==> config.mk <==
export PLATFORM = sky130hd
export DESIGN_NAME = ifu_fetch
export DESIGN_NICKNAME = d
export VERILOG_FILES = /design/src/rtl/ifu_fetch.sv
export SDC_FILE = /design/constraint.sdc
export NUM_CORES = 1
export LEC_CHECK = 0
export ABC_AREA = 1
export BUFFER_PORTS_ARGS = -buffer_cell sky130_fd_sc_hd__buf_2
export CORE_MARGIN = 4
export CORE_UTILIZATION = 40
export DETAILED_ROUTE_END_ITERATION = 10
export GPL_ROUTABILITY_DRIVEN = 0
export PLACE_DENSITY = 0.64
export SLEW_MARGIN = 20
export SYNTH_ARGS = -nofsm -noshare
export SYNTH_HDL_FRONTEND = slang
export SYNTH_SLANG_ARGS = --single-unit
==> constraint.sdc <==
create_clock -name clk -period 6.65 [get_ports clk]
set_input_delay 0.665 -clock clk [delete_from_list [all_inputs] [get_ports clk]]
set_output_delay 0.665 -clock clk [all_outputs]
set_load 0.02 [all_outputs]
==> src/rtl/ifu_fetch.sv <==
// -----------------------------------------------------------------------------
// ifu_fetch -- instruction fetch stage feeding decode.
//
// Keeps the PC, issues one outstanding request at a time to instruction memory
// (req/gnt/rvalid), and hands each fetched instruction plus its address to
// decode over a valid/ready interface. The output register is backed by a
// one-entry skid register. A redirect flushes both and discards any response
// still in flight.
//
// Optional build macro: FETCH_PERF_EN adds the perf_fetch_cnt_o /
// perf_stall_cnt_o counter outputs.
//
// Ports:
//   clk, rst_n       clock, asynchronous active-low reset
//   imem_req_o       fetch request (combinational)
//   imem_addr_o      fetch address, always the current PC
//   imem_gnt_i       memory accepts the request this cycle
//   imem_rvalid_i    read data valid
//   imem_rdata_i     fetched instruction
//   redirect_i       flush and restart fetch at redirect_pc_i
//   redirect_pc_i    new PC (low two bits ignored)
//   id_ready_i       decode consumes inst_o this cycle
//   inst_valid_o     inst_o / inst_addr_o valid
//   inst_o           instruction to decode (NOP_INST when invalid)
//   inst_addr_o      address of inst_o (0 when invalid)
//   perf_fetch_cnt_o instructions accepted by decode   (FETCH_PERF_EN only)
//   perf_stall_cnt_o cycles valid but not accepted      (FETCH_PERF_EN only)
// -----------------------------------------------------------------------------
module ifu_fetch #(
    parameter int                ADDR_W   = 64,
    parameter int                INST_W   = 32,
    parameter logic [ADDR_W-1:0] RESET_PC = 64'h0000_0000_8000_0000,
    parameter logic [INST_W-1:0] NOP_INST = 32'h0000_0013
) (
    input  logic              clk,
    input  logic              rst_n,
    output logic              imem_req_o,
    output logic [ADDR_W-1:0] imem_addr_o,
    input  logic              imem_gnt_i,
    input  logic              imem_rvalid_i,
    input  logic [INST_W-1:0] imem_rdata_i,
    input  logic              redirect_i,
    input  logic [ADDR_W-1:0] redirect_pc_i,
    input  logic              id_ready_i,
    output logic              inst_valid_o,
    output logic [INST_W-1:0] inst_o,
    output logic [ADDR_W-1:0] inst_addr_o
`ifdef FETCH_PERF_EN
    ,
    output logic [63:0]       perf_fetch_cnt_o,
    output logic [63:0]       perf_stall_cnt_o
`endif
);

    typedef enum logic [1:0] {
        ST_REQ  = 2'd0,
        ST_WAIT = 2'd1,
        ST_HOLD = 2'd2,
        ST_DROP = 2'd3
    } state_t;

    state_t            r_state;
    state_t            w_state_nxt;

    logic [ADDR_W-1:0] r_pc;
    logic [ADDR_W-1:0] r_pend_pc;

    logic              r_out_vld;
    logic [INST_W-1:0] r_out_inst;
    logic [ADDR_W-1:0] r_out_addr;

    logic              r_skid_vld;
    logic [INST_W-1:0] r_skid_inst;
    logic [ADDR_W-1:0] r_skid_addr;

    logic              w_req;
    logic              w_issue;
    logic              w_load_out;
    logic              w_load_skid;
    logic              w_skid_pop;
    logic [ADDR_W-1:0] w_redirect_pc;
    logic              w_unused;

    assign w_redirect_pc = {redirect_pc_i[ADDR_W-1:2], 2'b00};
    assign w_unused      = ^redirect_pc_i[1:0];

    // Next-state and datapath control
    always_comb begin
        w_state_nxt = r_state;
        w_load_out  = 1'b0;
        w_load_skid = 1'b0;
        w_skid_pop  = 1'b0;
        // Request only when there is somewhere to put the answer: skid empty
        // and the output register either empty or being drained this cycle.
        w_req       = rst_n && !redirect_i && (r_state == ST_REQ) &&
                      !r_skid_vld && (!r_out_vld || id_ready_i);
        w_issue     = w_req && imem_gnt_i;

        case (r_state)
            ST_REQ: begin
                // The request is held low during a redirect, so no grant can
                // be taken then and the FSM simply stays in REQ.
                if (w_issue) begin
                    w_state_nxt = ST_WAIT;
                end
            end
            ST_WAIT: begin
                if (imem_rvalid_i) begin
                    w_state_nxt = ST_REQ;
                    if (!redirect_i) begin
                        if (!r_out_vld || id_ready_i) begin
                            w_load_out = 1'b1;
                        end else begin
                            w_load_skid = 1'b1;
                            w_state_nxt = ST_HOLD;
                        end
                    end
                end else if (redirect_i) begin
                    // Response still owed by memory; swallow it later.
                    w_state_nxt = ST_DROP;
                end
            end
            ST_HOLD: begin
                if (redirect_i) begin
                    w_state_nxt = ST_REQ;
                end else if (id_ready_i) begin
                    w_skid_pop  = 1'b1;
                    w_state_nxt = ST_REQ;
                end
            end
            ST_DROP: begin
                if (imem_rvalid_i) begin
                    w_state_nxt = ST_REQ;
                end
            end
            default: w_state_nxt = ST_REQ;
        endcase
    end

    // Control state: FSM, PC and valid flags
    always_ff @(posedge clk or negedge rst_n) begin
        if (!rst_n) begin
            r_state    <= ST_REQ;
            r_pc       <= RESET_PC;
            r_out_vld  <= 1'b0;
            r_skid_vld <= 1'b0;
        end else begin
            r_state <= w_state_nxt;
            if (redirect_i) begin
                r_pc       <= w_redirect_pc;
                r_out_vld  <= 1'b0;
                r_skid_vld <= 1'b0;
            end else begin
                if (w_issue) begin
                    r_pc <= r_pc + ADDR_W'(4);
                end
                if (w_load_out || w_skid_pop) begin
                    r_out_vld <= 1'b1;
                end else if (id_ready_i) begin
                    r_out_vld <= 1'b0;
                end
                if (w_load_skid) begin
                    r_skid_vld <= 1'b1;
                end else if (w_skid_pop) begin
                    r_skid_vld <= 1'b0;
                end
            end
        end
    end

    // Payload registers; qualified by the valid flags, so no reset needed
    always_ff @(posedge clk) begin
        if (w_issue) begin
            r_pend_pc <= r_pc;
        end
        if (w_load_out) begin
            r_out_inst <= imem_rdata_i;
            r_out_addr <= r_pend_pc;
        end else if (w_skid_pop) begin
            r_out_inst <= r_skid_inst;
            r_out_addr <= r_skid_addr;
        end
        if (w_load_skid) begin
            r_skid_inst <= imem_rdata_i;
            r_skid_addr <= r_pend_pc;
        end
    end

    assign imem_req_o   = w_req;
    assign imem_addr_o  = r_pc;
    assign inst_valid_o = r_out_vld;
    assign inst_o       = r_out_vld ? r_out_inst : NOP_INST;
    assign inst_addr_o  = r_out_vld ? r_out_addr : '0;

`ifdef FETCH_PERF_EN
    logic [63:0] r_fetch_cnt;
    logic [63:0] r_stall_cnt;

    always_ff @(posedge clk or negedge rst_n) begin
        if (!rst_n) begin
            r_fetch_cnt <= '0;
            r_stall_cnt <= '0;
        end else begin
            if (r_out_vld && id_ready_i) begin
                r_fetch_cnt <= r_fetch_cnt + 64'd1;
            end
            if (r_out_vld && !id_ready_i) begin
                r_stall_cnt <= r_stall_cnt + 64'd1;
            end
        end
    end

    assign perf_fetch_cnt_o = r_fetch_cnt;
    assign perf_stall_cnt_o = r_stall_cnt;
`endif

endmodule
Word-level counts from Yosys, hierarchy flattened
Index checks and enable logic that the tools add are counted.
Widths: inputs -> output; s select.
Operators by class
  $add $sub $neg: 1
  equality and inequality tests: 7
  muxes and demuxes: 34
  reductions and logical operators: 16
Operator list (count)
  $mux 64: 5
  $mux 32: 3
  $add 64x3->64 const B: 1
  $mux 1: 17
  $mux 2: 8
  $pmux 2 s4: 1
  $ne 3x3->1 const B: 2
  $reduce_bool 3->1: 2
  $logic_and 1x1->1: 5
  $eq 2x2->1 const B: 2
  $ne 2x2->1 const B: 2
  $reduce_and 4->1: 1
  $reduce_bool 2->1: 2
  $logic_not 1->1: 3
  $eq 2x1->1 const B: 1
  $logic_not 2->1: 1
  $logic_or 1x1->1: 2
Word-level totals
  register bits after elaboration: 324
  bits of input ports: 102
  output and inout port bits: 162
  word-level logic and storage cells: 67

Depth between registers and ports, before layout
Gate-level depths: netlist of run 1.
  word-level depth: 9
  mapped depth: 10
  mapped depth without buffers: 10

Worst setup path after synthesis of run 1
No wires, ideal clock.
  path kind: in2reg
  start: input port redirect_i
  end: register r_skid_addr[10] (enable)
  arrival time: 4969 ps
  buffers on the path: 1
  setup slack: 1133 ps
  required time: 6102 ps
  stages: 4
  library setup time: 548 ps
  cells stage by stage: clkbuf_1 -> nor2_1 -> inv_1 -> nor2_1
Between the ends
  longest elaborated chain between the ends: 3
Ends and longest elaborated chain
  from (decl): line 42  | input logic redirect_i,
  $mux 1: line 110  | if (!redirect_i) begin
  $mux 1: line 108  | if (imem_rvalid_i) begin
  $mux 1: line 99  | case (r_state)
  net w_load_skid: line 79  | logic w_load_skid;
  to (signal assigned): line 185  | r_skid_addr <= r_pend_pc;
  to (decl): line 74  | logic [ADDR_W-1:0] r_skid_addr;
The timed path passes the listed nets, and every way through them passes these cells.
A chain may end at the register's enable or synchronous reset.

Worst setup path after layout of run 1
  start: register r_out_vld, in the netlist inst_valid_o
  end: register r_out_addr[15] (enable)
Between the ends
  longest elaborated chain between the ends: 7
Ends and longest elaborated chain
  from (decl): line 68  | logic r_out_vld;
  from (signal assigned): line 145  | r_out_vld <= 1'b0;
  from (signal assigned): line 151  | r_out_vld <= 1'b0;
  from (signal assigned): line 158  | r_out_vld <= 1'b1;
  $logic_not 1->1: line 111  | if (!r_out_vld || id_ready_i) begin
  $logic_or 1x1->1: line 111
  $mux 1: line 111
  $mux 1: line 110
  $mux 1: line 108
  $mux 1: line 99
  $reduce_bool 2->1 (no source line)
  to (signal assigned): line 178  | r_out_addr <= r_pend_pc;
  to (signal assigned): line 181  | r_out_addr <= r_skid_addr;
  to (decl): line 70  | logic [ADDR_W-1:0] r_out_addr;
Every way passes these cells.

==> flow_summary.yaml, run 1 <==
critical_path:
  cp.arrival_ns: 3.74
  r2r_cells: 4
  startpoint_type: "flip-flop"
  required_ns: 6.81
  worstSetupPathType: "flip-flop to flip-flop"
  r2r_start: "inst_valid_o"
  r2r_slack_ns: 3.07
  r2r-end: "r_out_addr[15]"
  critPathMaxFanout: 69
  cp-end-kind: "flip-flop"
synth:
  synth_seq_cells: 316
  yosys_warnings: 0
  synth_top_area_cell: "edfxtp_1"
  synthSimpleGateAreaFrac: 0.177
  synth_mux_area_frac: 0.0817
  synth_seq_area_share: 0.623
  synth_xor_area_frac: 0.0137
  synth_compound_area_frac: 0.0341
  ys_top_cells_by_area: "edfxtp_1 (51%), dfrtp_1 (11%), nand2_1 (9.9%), inv_1 (5.1%), mux2_2 (4.3%)"
  ys_types: 35
  syn_inst: 1387
  synth_area_um2: 14700
  synth_top_cell_area_share: 0.511
  syn_avg_cell_area_um2: 10.6
  synth_fa_ha_area_frac: 0.000851
  synth_top_family_by_area: "simple AND/OR/NAND/NOR gates"
status:
  status: "finished, final reports clean"
layout:
  area_growth_syn_to_layout_pct: 19.0
  final_cells: 2139
  fin_nets: 1752
  seq_area_um2: 9160
  fin_util: 0.487
  fin_area_um2: 17500
  multi_input_area_um2: 4560
  drive_above_1_share: 0.267
  nFillCells: 3285
timing:
  finalCriticalPeriod_ns: 3.58
  fin_skew_ns: 0.0170
  hold_viol: 0
  report.final.slew_viol_count: 0
  timing.final.crit_share: 0.538
  rsz0062_at_grt: "no"
  fin_setup_tns_ns: 0
  worst_slew_pin_slew_ns: 1.03
  maxSlewHeadroom: 0.311
  fmax_mhz: 279
  setup-violations-final: 0
floorplan:
  die_h_um: 200
  core_um2: 35900
  initial_utilization: 0.409
  dieArea_um2: 39900
  dieWidth_um: 200
  ios: 264
  rows: 69
clock_network:
  ctsHoldBuffers: 0
  cts_buffers: 36
  clk_latency_ns: 0.52
  cts_num_sinks: 316
  clockBufferDepth: 3
  post_cts_buffers: 0
  cts_resized: 0
  cts_root_buf: "clkbuf_16"
  path_clk_slew_ns: 0.06
  htree_levels: 2
  cts_tree: "done"
hold_path:
  holdPathEnd: "r_skid_inst[29]"
  min_path_cells: 1
  holdCritPathClass: "primary input to flip-flop"
  hold_start: "imem_rdata_i[29]"
drt:
  vias: 10500
  detail-route-antenna-nets: 0
  route.detailed.drc: 0
  drtIter0Drc: 715
  first_pass_iters: 7
  wl_per_cell_um: 18.7
  viasPerCell: 4.92
  wirelength_um: 39900
global_routing:
  grt_overflow: 0
  grt_pass1_vias: 10200
  grt_pass1_wl_um: 59800
  grt_use_total: 0.194
  grt_antenna_before_repair: 1
  grt_max_degree: 97
power_and_ir_drop:
  ir_drop_uv: 230
  p_per_area_nw_per_um2: 308
  power.leakage_uw: 0.00799
placed_design:
  post-place-cells: 2071
  portBuffers: 257
  place_area_um2: 16400
  place_hpwl_um: 28100
job:
  drv_cap: 0
[logic make-up (layout without fill, tap and decap cells)]
group,Yosys count,in the layout
compound gates,87,87
xor+xnor,23,23
fa+ha+maj,1,1
buf+inv,248,534
flops,316,316
mux,94,94
other cells,1,6
simple gates,617,617
[cell usage after synthesis (all sizes together)]
master / instances
a211oi: 1
a21oi: 1
buf: 26
clkbuf: 18
conb: 1
dfrtp: 65
dfstp: 1
edfxtp: 250
ha: 1
inv: 204
mux2: 94
nand2: 405
nand3: 69
nand4: 10
nor2: 129
nor3: 4
o211ai: 13
o21ai: 60
o21bai: 11
o32ai: 1
xnor2: 4
xor2: 19
[how the worst max path moves through the flow]
stage | startpoint | to | slack, ns | depth (start not counted)
after floorplan | redirect_i | r_skid_addr[10] | 1.13 | 4
after global placement | redirect_i | r_out_addr[46] | 2.50 | 6
after detailed placement | redirect_i | r_out_addr[46] | 2.50 | 6
after CTS | inst_valid_o | r_out_addr[15] | 2.64 | 4
after global routing | inst_valid_o | r_out_addr[15] | 2.77 | 4
final | inst_valid_o | r_out_addr[15] | 3.07 | 4
[cells in the final DEF, fill, tap and decap left out, types with 2 or more instances in the layout]
| cell type | synthesis | routed |
|---|---|---|
| buf_2 | 13 | 257 |
| buf_4 | 6 | 7 |
| clkbuf_1 | 18 | 15 |
| clkbuf_16 | 0 | 37 |
| clkinv_1 | 0 | 6 |
| clkinvlp_4 | 0 | 3 |
| conb_1 | 1 | 4 |
| dfrtp_1 | 65 | 64 |
| diode_2 | 0 | 2 |
| edfxtp_1 | 250 | 250 |
| inv_1 | 201 | 201 |
| inv_2 | 3 | 2 |
| inv_6 | 0 | 3 |
| mux2_2 | 56 | 56 |
| mux2_4 | 38 | 38 |
| nand2_1 | 388 | 387 |
| nand2_2 | 11 | 11 |
| nand2_4 | 6 | 7 |
| nand3_1 | 69 | 69 |
| nand4_1 | 9 | 9 |
| nor2_1 | 111 | 110 |
| nor2_2 | 12 | 12 |
| nor2_4 | 4 | 5 |
| nor2_8 | 2 | 2 |
| nor3_1 | 3 | 3 |
| o211ai_1 | 13 | 13 |
| o21ai_0 | 50 | 50 |
| o21ai_1 | 10 | 10 |
| o21bai_1 | 11 | 11 |
| xnor2_1 | 4 | 4 |
| xor2_1 | 19 | 19 |
[power breakdown]
group,total [µW],internal [µW],switching (µW)
registers,2580,2370,204
clock network,1800,1030,772
logic,1010,338,668
[final cells by class]
type,count,area share
Inverter,204,0.0439
Antenna cell,2,0.000286
Clock buffer,52,0.0561
Clock inverter,13,0.00436
Multi-Input combinational cell,826,0.261
Sequential cell,316,0.524
Tap cell,461,0.0330
Timing Repair Buffer,265,0.0777
[per-stage QoR]
| stage | hold WS, ns | worst slack [ns] | power, µW |
|---|---|---|---|
| after floorplan | 0.369 | 1.13 | 3230 |
| after global placement | 0.427 | 2.50 | 3610 |
| final | 0.329 | 3.07 | 5380 |
| after global routing | 0.311 | 2.77 | 5640 |
| after CTS | 0.309 | 2.64 | 5450 |
| after detailed placement | 0.431 | 2.50 | 3630 |
[registers in the layout, summed over array words and instances, names as in the netlist]
signal,flops
r_out_addr,62
r_out_inst,32
r_skid_vld,1
inst_valid_o,1
r_skid_addr,62
r_skid_inst,32
r_pend_pc,62
imem_addr_o,62
r_state,2
[worst max-delay path, cell delays in order (launching register included)]
cell	delay (ns)
dfrtp_4	0.70
nand2_2	0.20
nand4_4	0.64
nand2_4	1.04
buf_4	0.52
[per-layer routing]
metal  vias up  global-route usage  wire length, µm
met5         -                   0               13
li1       5049                   -                -
met4         2              0.0589             1090
met3        75              0.0346             2520
met2       368               0.323            19000
met1      5021               0.263            17300
No activity file was read; power rests on OpenSTA's default activity.
==> run 2, diff against run 1 <==
--- a/config.mk
+++ b/config.mk
@@ -11,7 +11,7 @@
 export CORE_UTILIZATION = 40
 export DETAILED_ROUTE_END_ITERATION = 10
 export GPL_ROUTABILITY_DRIVEN = 0
-export PLACE_DENSITY = 0.64
+export PLACE_DENSITY = 0.67
 export SLEW_MARGIN = 20
 export SYNTH_ARGS = -nofsm -noshare
 export SYNTH_HDL_FRONTEND = slang
==> constraint.sdc (replaced) <==
create_clock -name clk -period 3.1 [get_ports clk]
set_input_delay 0.31 -clock clk [delete_from_list [all_inputs] [get_ports clk]]
set_output_delay 0.31 -clock clk [all_outputs]
set_load 0.02 [all_outputs]
==> run 2 against run 1 <==
Against the previous run: utilization up 1.2 points; first-iteration DRC count up 6.4%; non-clock buffer count up 29; worst hold slack worse by 0.31 ns; register-to-register slack worse by 2.2 ns; sequential power up 110%; total power up 120%.
==> flow_summary.yaml, run 2 (synthesis gave the netlist of run 1 again) <==
global_routing:
  grt_overflow: 0
  grt_antenna_before_repair: 4
  grt_pass1_vias: 10300
  grt_pass1_wl_um: 59300
  grt_max_degree: 95
  grt_use_total: 0.192
layout:
  final_cell_mix: "nand2_1 (387), buf_2 (257), edfxtp_1 (250)"
  fin_nets: 1780
  area_growth_syn_to_layout_pct: 22.0
  nFillCells: 3220
  drive_above_1_share: 0.270
  fin_util: 0.499
  mostFrequentLayoutCell: "nand2_1"
timing:
  worst_slew_pin_slew_ns: 0.739
  timing.final.crit_share: 0.865
  hold_viol: 0
  fin_setup_tns_ns: 0
  rsz0062_at_grt: "no"
  finalWorstSetupSlack_ns: 0.417
  fin_skew_ns: 0.0157
  maxSlewHeadroom: 0.507
  finalCriticalPeriod_ns: 2.68
  fmax_mhz: 373
  report.final.slew_viol_count: 0
  setup-violations-final: 0
critical_path:
  cp-end-kind: "primary output"
  r2r_start: "r_state[1]"
  crit_path_frequent_cell: "buf_4"
  slowest_stage: "buf_4"
  required_ns: 2.79
  startpoint_type: "flip-flop"
  startpoint: "inst_valid_o"
  crit_chain: "buf_4 -> buf_4 -> nand2_1 -> inv_1 -> buf_2"
  critical_path_buf_inv_count: 4
  cp.arrival_ns: 2.37
  worstSetupPathType: "flip-flop to primary output"
  slowest_delay_ns: 0.60
  critPathMaxFanout: 59
  cpLargestDelayFamily: "buffers and inverters"
clock_network:
  cts_tree: "done"
  cts_num_sinks: 316
  htree_levels: 2
  path_clk_slew_ns: 0.06
  clk_latency_ns: 0.51
  ctsHoldBuffers: 24
  clockBufferDepth: 3
  cts_root_buf: "clkbuf_16"
  cts_resized: 0
  cts_buffers: 35
  post_cts_buffers: 0
floorplan:
  initial_utilization: 0.409
  rows: 69
  core_um2: 35900
  die_h_um: 200
  dieWidth_um: 200
  ios: 264
  dieArea_um2: 39900
hold_path:
  holdCritPathClass: "primary input to flip-flop"
  hold_start: "redirect_pc_i[35]"
status:
  status: "finished, final reports clean"
power_and_ir_drop:
  power.leakage_uw: 0.00820
  ir_drop_uv: 306
  p_per_area_nw_per_um2: 670
placed_design:
  pre_cts_ws_ns: 0.789
  place_hpwl_um: 28000
  portBuffers: 257
drt:
  route.detailed.drc: 0
  detail-route-antenna-nets: 0
  viasPerCell: 4.88
  drtIter0Drc: 761
  vias: 10600
  first_pass_iters: 5
  wirelength_um: 39300
  wl_per_cell_um: 18.1
job:
  drv_cap: 0
[run 2: path summary, 6_finish.rpt]
path                                    to  slack [ns]  cells after the start
setup / recovery           inst_addr_o[53]        0.42                      5
max in group asynchronous     inst_valid_o        1.61                      4
hold / removal             imem_addr_o[35]        0.02                      3
hold reg to reg             r_skid_addr[6]        0.44                      0
setup reg to reg           imem_addr_o[31]        0.84                      8
min in group asynchronous  imem_addr_o[41]        0.41                      3
[run 2: worst register-to-register path: cells and delay by family, from the launching register on]
kind                   cells  cell delay (ns)
flip-flops                 1             0.42
AO/OA/AOI/OAI              2             0.33
buffers and inverters      2             0.72
AND/OR/NAND/NOR            4             0.72
[run 2: area by class of cell]
cell class,count,area [µm²],share of cell area
Timing Repair Buffer,294,1650,0.0919
Inverter,204,767,0.0428
Sequential cell,316,9160,0.511
Antenna cell,4,10.0,0.000558
Tap cell,461,577,0.0322
Clock inverter,14,203,0.0113
Multi-Input combinational cell,826,4560,0.254
Clock buffer,49,1000,0.0558
[run 2: through the flow]
step	hold WS, ns	std cells	area (µm²)	power [µW]
floorplan	0.0144	1390	14700	6910
global placement	0.394	2077	16500	7740
detailed placement	0.403	2077	16500	7790
CTS	0.00130	2164	17900	12200
global route	0.000562	2166	17900	12600
finish	0.0179	2168	17900	12000
[run 2: report_power, final]
group	total (µW)	internal, µW	switching, µW
clock network	4310	2680	1640
logic	2240	749	1490
registers	5470	5080	384
[run 2: layer usage]
metal  track usage  wire (µm)
met5             0          7
met4        0.0652       1240
met3        0.0324       2240
met2         0.316      18600
met1         0.259      17100
==> run 3, diff against run 2 <==
--- a/config.mk
+++ b/config.mk
@@ -5,12 +5,11 @@
 export SDC_FILE = /design/constraint.sdc
 export NUM_CORES = 1
 export LEC_CHECK = 0
-export ABC_AREA = 1
+export ABC_AREA = 0
 export BUFFER_PORTS_ARGS = -buffer_cell sky130_fd_sc_hd__buf_2
 export CORE_MARGIN = 4
 export CORE_UTILIZATION = 40
 export DETAILED_ROUTE_END_ITERATION = 10
-export GPL_ROUTABILITY_DRIVEN = 0
 export PLACE_DENSITY = 0.67
 export SLEW_MARGIN = 20
 export SYNTH_ARGS = -nofsm -noshare
==> run 3 against run 2 <==
Against the previous run: final cell count fell by 19%; clock power decreased by 1%; register-to-register slack worse by 0.38 ns; largest power group unchanged; flip-flop and latch count unchanged; critical path depth rose by 1.
==> flow_summary.yaml, run 3 <==
power_and_ir_drop:
  power.leakage_uw: 0.00651
  ir_drop_uv: 351
  p_per_area_nw_per_um2: 594
timing:
  fmax_mhz: 379
  rsz0062_at_grt: "no"
  timing.final.crit_share: 0.851
  report.final.slew_viol_count: 0
  whs_ns: 0.0273
  hold_viol: 0
  maxSlewHeadroom: 0.422
  finalCriticalPeriod_ns: 2.64
  fin_skew_ns: 0.0132
  fin_setup_tns_ns: 0
  worst_slew_pin_slew_ns: 0.855
  setup-violations-final: 0
clock_network:
  post_cts_buffers: 0
  cts_tree: "done"
  cts_buffers: 36
  cts_num_sinks: 316
  cts_root_buf: "clkbuf_16"
  clk_latency_ns: 0.51
  clockBufferDepth: 3
  htree_levels: 2
  path_clk_slew_ns: 0.06
drt:
  detail-route-antenna-nets: 0
  route.detailed.drc: 0
  wirelength_um: 36100
  viasPerCell: 5.43
  vias: 9550
  drtIter0Drc: 716
  wl_per_cell_um: 20.5
  first_pass_iters: 6
synth:
  ys_types: 59
  syn_avg_cell_area_um2: 13.9
  yosys_warnings: 0
  synth_top_area_cell: "edfxtp_1"
  synth_seq_area_share: 0.672
  synth.cells.most_frequent: "edfxtp_1 (250), and2_1 (101), mux2_2 (95)"
  synth_area_um2: 13600
  synth_most_common_cell: "edfxtp_1"
  async_reset_ff_frac: 0.209
  synth_seq_cells: 316
  dominantRegCellSynth: "edfxtp_1"
  syn_inst: 984
  ys_top_cells_by_area: "edfxtp_1 (55%), dfrtp_1 (12%), mux2_2 (7.8%), and2_1 (4.6%), nand2_1 (2.2%)"
  synth_edf_count: 250
  synth_top_cell_area_share: 0.550
layout:
  mostFrequentLayoutCell: "buf_2"
  area_growth_syn_to_layout_pct: 25.1
  drive_above_1_share: 0.343
  nFillCells: 2896
  fin_nets: 1385
  fin_area_um2: 17100
  final_cell_mix: "buf_2 (257), edfxtp_1 (250), and2_1 (101)"
  final_cells: 1758
global_routing:
  grt_busiest_layer: "met2"
  grt_antenna_before_repair: 6
  use_met1: 0.259
  grt_overflow: 0
  grt_pass1_vias: 9599
  grt_pass1_wl_um: 54900
  grt_use_met3: 0.0403
  gr-usage-met2: 0.304
  grt_use_total: 0.189
  grt_max_degree: 99
hold_path:
  holdCritPathClass: "primary input to flip-flop"
  min_path_cells: 1
critical_path:
  slowest_delay_ns: 0.48
  crit_path_frequent_cell: "nand3_1"
  worstSetupPathType: "flip-flop to flip-flop"
  startpoint_type: "flip-flop"
  crit_chain: "nor4b_2 -> nand3_2 -> inv_4 -> nand3_1 -> o311ai_0 -> nand3_1"
  cp-end-kind: "flip-flop"
  slowest_stage: "inv_4"
  critPathMaxFanout: 47
  required_ns: 3.47
  cp.arrival_ns: 3.01
  r2r_cells: 6
placed_design:
  place_hpwl_um: 23900
  place_congestion: 0.844
  place_area_um2: 15500
  portBuffers: 257
  post-place-cells: 1659
floorplan:
  rows: 67
  die_h_um: 193
  ios: 264
  dieWidth_um: 193
  initial_utilization: 0.406
  dieArea_um2: 37100
  core_um2: 33600
status:
  status: "finished, final reports clean"
job:
  drv_cap: 0
==> run 3: changes by cell type after synthesis, sizes merged, moves of 11 or more <==
cell,delta
inv,-189
clkbuf,+14
o311ai,+27
nor4,+11
nand3,-34
xor2,-19
nand4,+23
o21ai,-33
and3,+11
a31oi,+17
and2,+101
nor2,-103
nand2,-325
==> run 3: metal layers <==
metal / vias to the layer above / share of wire / routed length [µm]
met5: - / 0.0017 / 61
met4: 10 / 0.023 / 824
met3: 74 / 0.088 / 3180
met2: 432 / 0.46 / 16700
met1: 4656 / 0.42 / 15300
li1: 4378 / - / -
==> run 3: worst paths after layout <==
kind	from	to	slack (ns)
max	r_state[1]	imem_addr_o[32]	0.46
min reg2reg	r_pend_pc[4]	r_skid_addr[4]	0.44
min	imem_rdata_i[29]	r_skid_inst[29]	0.03
max reg2reg	r_state[1]	imem_addr_o[32]	0.46
min in group asynchronous	rst_n	imem_addr_o[24]	0.33
max in group asynchronous	rst_n	inst_valid_o	1.67
==> run 3: critical path: cells and delay by family, from the launching register on <==
family	cells	cell delay, ns
AO/OA/AOI/OAI	1	0.41
flip-flops	1	0.45
buffers and inverters	1	0.48
AND/OR/NAND/NOR	4	1.17
==> run 3: report_power, final <==
part	leakage, µW	internal [µW]	switching, µW
Sequential	0.00307	4760	233
Clock	0.000578	2630	1630
Combinational	0.00286	338	554
Total	0.00651	7720	2410
==> run 3: cell families after synthesis <==
family                   synth area share
AO/OA/AOI/OAI                      0.0747
flip-flops                          0.672
XOR/XNOR                         0.000642
buffers and inverters              0.0228
adder cells (fa/ha/maj)          0.000917
AND/OR/NAND/NOR                     0.147
multiplexers                       0.0821
other                            0.000275
==> run 3: cell type report <==
cell class | instances | area (µm²) | area share
flip-flops and latches | 316 | 9160 | 0.537
multi-input cells | 598 | 4210 | 0.247
repair buffers | 315 | 1880 | 0.110
clock buffers | 47 | 973 | 0.0571
well taps | 448 | 561 | 0.0329
clock inverters | 17 | 208 | 0.0122
inverters | 15 | 58.8 | 0.00345
diodes | 2 | 5.00 | 0.000293
==> run 3: what timing repair did <==
item	4_1_cts	5_1_grt
hold buffers	33	0
gates resized for setup	0	0
endpoints found under the hold margin	38	0
==> run 3: per-stage QoR <==
stage          power, µW  setup WS, ns   util
2_1_floorplan       5500         0.301      -
3_3_place_gp        5920         0.519  0.462
3_5_place_dp        5940         0.464  0.462
4_1_cts            10300         0.448  0.507
5_1_grt            10500         0.194  0.507
6_report           10100         0.461  0.507
